===== config.mk =====
export PLATFORM = sky130hd
export DESIGN_NAME = fifo_ctrl_flex
export DESIGN_NICKNAME = d
export VERILOG_FILES = /design/src/rtl/fifo_ctrl_flex.sv
export SDC_FILE = /design/constraint.sdc
export NUM_CORES = 1
export LEC_CHECK = 0
export CAP_MARGIN = 20
export CORE_MARGIN = 2
export CORE_UTILIZATION = 44
export CTS_BUF_LIST = sky130_fd_sc_hd__clkbuf_8 sky130_fd_sc_hd__clkbuf_16
export CTS_CLUSTER_SIZE = 20
export DETAILED_ROUTE_END_ITERATION = 16
export PLACE_DENSITY = 0.76
export SLEW_MARGIN = 10
export SYNTH_ARGS = -nofsm -noshare
export SYNTH_HDL_FRONTEND = slang
export SYNTH_SLANG_ARGS = --single-unit

===== constraint.sdc =====
create_clock -name clk -period 3.63 [get_ports clk]
set_clock_uncertainty 0.1 [all_clocks]
set_input_delay 0.9075 -clock clk [delete_from_list [all_inputs] [get_ports clk]]
set_output_delay 0.9075 -clock clk [all_outputs]
set_load 0.1 [all_outputs]

===== src/rtl/fifo_ctrl_flex.sv =====
// Pointer, occupancy and status controller for a single-clock FIFO of arbitrary depth.
// The data RAM is external; this block only decides which accesses happen and where.
module fifo_ctrl_flex #(
  parameter int DEPTH      = 8,
  parameter int ADDR_WIDTH = $clog2(DEPTH),
  parameter int CNT_WIDTH  = $clog2(DEPTH + 1),
  parameter int AF_THRESH  = DEPTH - 1,
  parameter int AE_THRESH  = 1
) (
  input  logic                  clk,
  input  logic                  reset,
  input  logic                  clr,
  input  logic                  wr,
  input  logic                  rd,
  output logic                  w_en,
  output logic                  r_en,
  output logic [ADDR_WIDTH-1:0] w_addr,
  output logic [ADDR_WIDTH-1:0] r_addr,
  output logic [CNT_WIDTH-1:0]  count,
  output logic                  full,
  output logic                  empty,
  output logic                  almost_full,
  output logic                  almost_empty,
  output logic                  overflow,
  output logic                  underflow
);

  localparam logic [ADDR_WIDTH-1:0] LastPtr = ADDR_WIDTH'(DEPTH - 1);
  localparam logic [CNT_WIDTH-1:0]  DepthC  = CNT_WIDTH'(DEPTH);
  localparam logic [CNT_WIDTH-1:0]  AfC     = CNT_WIDTH'(AF_THRESH);
  localparam logic [CNT_WIDTH-1:0]  AeC     = CNT_WIDTH'(AE_THRESH);

  logic [ADDR_WIDTH-1:0] wPtr_q, wPtr_d;
  logic [ADDR_WIDTH-1:0] rPtr_q, rPtr_d;
  logic [CNT_WIDTH-1:0]  count_q, count_d;
  logic                  full_q, full_d;
  logic                  empty_q, empty_d;
  logic                  almostFull_q, almostFull_d;
  logic                  almostEmpty_q, almostEmpty_d;
  logic                  overflow_q, overflow_d;
  logic                  underflow_q, underflow_d;

  // A write into a full FIFO is legal when a read frees the slot in the same cycle.
  assign r_en = rd & ~empty_q & ~clr;
  assign w_en = wr & ~clr & (~full_q | rd);

  always_comb begin
    wPtr_d        = w_en ? ((wPtr_q == LastPtr) ? '0 : wPtr_q + 1'b1) : wPtr_q;
    rPtr_d        = r_en ? ((rPtr_q == LastPtr) ? '0 : rPtr_q + 1'b1) : rPtr_q;
    count_d       = count_q + CNT_WIDTH'(w_en) - CNT_WIDTH'(r_en);
    full_d        = (count_d == DepthC);
    empty_d       = (count_d == '0);
    almostFull_d  = (count_d >= AfC);
    almostEmpty_d = (count_d <= AeC);
    overflow_d    = overflow_q | (wr & ~w_en & ~clr);
    underflow_d   = underflow_q | (rd & ~r_en & ~clr);
  end

  // Flush behaves exactly like reset so no stale contents or error history survive it.
  always_ff @(posedge clk) begin
    if (reset || clr) begin
      wPtr_q        <= '0;
      rPtr_q        <= '0;
      count_q       <= '0;
      full_q        <= 1'b0;
      empty_q       <= 1'b1;
      almostFull_q  <= 1'b0;
      almostEmpty_q <= 1'b1;
      overflow_q    <= 1'b0;
      underflow_q   <= 1'b0;
    end else begin
      wPtr_q        <= wPtr_d;
      rPtr_q        <= rPtr_d;
      count_q       <= count_d;
      full_q        <= full_d;
      empty_q       <= empty_d;
      almostFull_q  <= almostFull_d;
      almostEmpty_q <= almostEmpty_d;
      overflow_q    <= overflow_d;
      underflow_q   <= underflow_d;
    end
  end

  assign w_addr       = wPtr_q;
  assign r_addr       = rPtr_q;
  assign count        = count_q;
  assign full         = full_q;
  assign empty        = empty_q;
  assign almost_full  = almostFull_q;
  assign almost_empty = almostEmpty_q;
  assign overflow     = overflow_q;
  assign underflow    = underflow_q;

endmodule


==> impl_metrics.json, run 1 <==
{
  "outcome": "completed",
  "r2r-start": "full$_SDFF_PP0_",
  "die_width_um": 45.3,
  "ys_warn_count": 0,
  "hold_path.class": "flip-flop to flip-flop",
  "critPathMaxFanout": 8,
  "htreeDepth": 1,
  "synth_area_per_cell_um2": 9.52,
  "relSlewSlack_pct": 65.9,
  "critPathLaunch": "rd",
  "ys_seq_area_share_pct": 42.6,
  "max_freq_ghz": 0.307,
  "cts.clk_slew.worst_paths_ns": 0.06,
  "vias_per_cell": 5.26,
  "nets": 119,
  "r2r-end": "almost_full$_SDFF_PP0_",
  "die_area_mm2": 0.00206,
  "slew_viol_final": 0,
  "drc_errors": 0,
  "area_delta_synth_final_pct": 38.9,
  "grt_pass1_vias": 578,
  "wl_um": 1440,
  "wl_met2_um": 643,
  "synth_cells": 79,
  "rows": 14,
  "clock_power_share_pct": 32.4,
  "final_cells": 120,
  "drive_gt1_share_pct": 27.9,
  "crit_required_ns": 3.71,
  "syn_nets": 93,
  "num-fill-cells": 116,
  "ant_nets": 0,
  "grt_pass1_wl_um": 2460,
  "via_count": 631,
  "clk_latency_ns": 0.24,
  "antenna_cells": 0,
  "critical_path_class": "input port to flip-flop",
  "antenna_found_initial": 0,
  "hold_buffers": 0,
  "cts_root_buffer": "clkbuf_8",
  "numCtsBuffers": 3,
  "globalRoute.totalOverflow": 0,
  "switching_share_pct": 33.9,
  "met1Wirelength_um": 730,
  "fin_ws_ns": 0.376,
  "wl_met3_um": 60,
  "grt_usage_pct": 16.8,
  "tightest_slew_ns": 0.511,
  "endpoint": "almost_full$_SDFF_PP0_",
  "gp_congestion": 0.783,
  "portBuffers": 22,
  "final_util_pct": 67.0,
  "setup-violations-final": 0,
  "grt_max_degree": 17,
  "core_area_mm2": 0.00156,
  "p_seq_share_pct": 39.9,
  "p_leak_nw": 0.462,
  "cap_violations": 0,
  "p_per_area_mw_per_mm2": 457,
  "cts_setup_buffers": 0,
  "rr_worst_depth": 7,
  "finalHoldViolations": 0,
  "comb_power_share_pct": 27.7,
  "cts_resized": 0,
  "p_int_mw": 0.316,
  "r2r_setup_slack_ns": 1.15,
  "wl_per_cell_um": 12.0,
  "grt_setup_unrepaired": "false",
  "ys_seq_elements": 16,
  "clockBufferDepth": 2,
  "tns_ns": 0,
  "firstDrtPassIters": 4,
  "worst_setup_path_end_kind": "flip-flop",
  "cp.arrival_ns": 3.34,
  "power_mw": 0.477,
  "fin_crit_ns": 3.25,
  "top_layer_used": "met4",
  "power_switching_mw": 0.162,
  "drtIter0Drc": 8,
  "cts_sinks": 16,
  "dp.cells": 116,
  "synth_cell_types": 28,
  "die_h_um": 45.3,
  "synthesis.area_um2": 752,
  "post-place-ws_ns": 0.162,
  "start_util_pct": 48.2,
  "ir_drop_mv": 0.278,
  "fin_crit_sh_pct": 89.6,
  "post-dp-hpwl_um": 1110,
  "critPathLaunchType": "input port",
  "num_io_pins": 23,
  "cts_tree": "built"
}
## placed cells by master, fill, tap and decap left out, types with 4 or more instances in the layout
cell / n
clkdlybuf4s50_1: 4
ha_1: 8
dfxtp_1: 16
a21oi_1: 7
buf_4: 17
inv_1: 8
o21ai_0: 4
clkbuf_8: 4
nor2_1: 7
## worst min path at each step
stage,startpoint,to,depth (start not counted)
after global routing,underflow$_SDFF_PP0_,underflow$_SDFF_PP0_,2
after CTS,underflow$_SDFF_PP0_,underflow$_SDFF_PP0_,2
after global placement,underflow$_SDFF_PP0_,underflow$_SDFF_PP0_,2
final,underflow$_SDFF_PP0_,underflow$_SDFF_PP0_,2
after detailed placement,underflow$_SDFF_PP0_,underflow$_SDFF_PP0_,2
after floorplan,underflow$_SDFF_PP0_,underflow$_SDFF_PP0_,2
## power by group through the flow
stage | logic [mW] | registers [mW] | clock network [mW]
detailed placement | 0.132 | 0.194 | 0
floorplan | 0.0414 | 0.253 | 0
global route | 0.139 | 0.191 | 0.165
global placement | 0.131 | 0.194 | 0
CTS | 0.132 | 0.190 | 0.160
finish | 0.132 | 0.190 | 0.155
## cells by family after synthesis
family | count (synthesis) | synth area share (%)
xor+xnor | 2 | 2.33
fa+ha+maj | 9 | 16.0
mux | 2 | 2.66
simple gates | 25 | 19.6
flops | 16 | 42.6
compound gates | 15 | 11.6
buf+inv | 10 | 5.16
## stage by stage
stage	instance area, um^2	hold slack, ns
2_1_floorplan	771	0.776
3_3_place_gp	990	0.340
3_5_place_dp	990	0.345
4_1_cts	1040	0.358
5_1_grt	1040	0.378
6_report	1040	0.352
## worst max-delay path, cell delays in order
cell	delay (ns)
clkdlybuf4s50_1	0.45
nor2b_1	0.44
nor2_2	0.14
ha_1	0.24
inv_1	0.07
fa_2	0.47
or4_1	0.53
nand3_1	0.09
## layout make-up
type	count	area, um^2	area share, %
multi-input combinational	53	412	39.4
sequential	16	320	30.7
timing repair buffer	23	208	19.9
clock buffer	4	55.1	5.27
inverter	8	30.0	2.87
tap	16	20.0	1.92
## registers in the layout, indices dropped and copies added (netlist names)
| register | flops |
|---|---|
| almost_empty | 1 |
| almost_full | 1 |
| count | 4 |
| empty | 1 |
| full | 1 |
| overflow | 1 |
| r_addr | 3 |
| underflow | 1 |
| w_addr | 3 |
## synthesized netlist by cell type
cell	number	area, um^2
or4_1	2	15.0
nand2_1	2	7.51
mux2i_1	2	20.0
or4b_1	1	10.0
ha_1	8	100
a31o_2	1	8.76
or3b_2	1	8.76
xnor2_1	1	8.76
a211oi_1	1	7.51
buf_2	1	5.00
a21oi_1	7	35.0
xor2_1	1	8.76
dfxtp_1	16	320
or2_1	1	6.26
a211o_1	1	8.76
nor3b_2	1	12.5
nand3_1	2	10.0
nor2_1	8	30.0
a21o_1	1	7.51
nand2b_1	2	12.5
fa_1	1	20.0
nor2b_1	1	6.26
nand4b_1	1	8.76
nand3b_1	1	7.51
o21ai_0	4	20.0
and3_1	2	12.5
clkbuf_1	1	3.75
inv_1	8	30.0
## layer usage
metal / up-vias / GRT usage, %
met5: - / 0
li1: 321 / -
met1: 292 / 23.6
met4: 0 / 8.82
met3: 2 / 3.60
met2: 16 / 24.0
Note: power is estimated with default switching activity, not from simulation.
==> inputs of run 2 (changes only) <==
--- a/config.mk
+++ b/config.mk
@@ -5,6 +5,7 @@
 export SDC_FILE = /design/constraint.sdc
 export NUM_CORES = 1
 export LEC_CHECK = 0
+export ABC_CLOCK_PERIOD_IN_PS = 3630
 export CAP_MARGIN = 20
 export CORE_MARGIN = 2
 export CORE_UTILIZATION = 44
==> results of run 2 <==
Final layout, timing and power as in run 1 (identical DEF).
==> inputs of run 3 (changes only) <==
--- a/config.mk
+++ b/config.mk
@@ -13,6 +13,7 @@
 export CTS_CLUSTER_SIZE = 20
 export DETAILED_ROUTE_END_ITERATION = 16
 export PLACE_DENSITY = 0.76
+export SETUP_SLACK_MARGIN = 0.02
 export SLEW_MARGIN = 10
 export SYNTH_ARGS = -nofsm -noshare
 export SYNTH_HDL_FRONTEND = slang
==> results of run 3 <==
Final layout, timing and power as in run 1 (identical DEF).
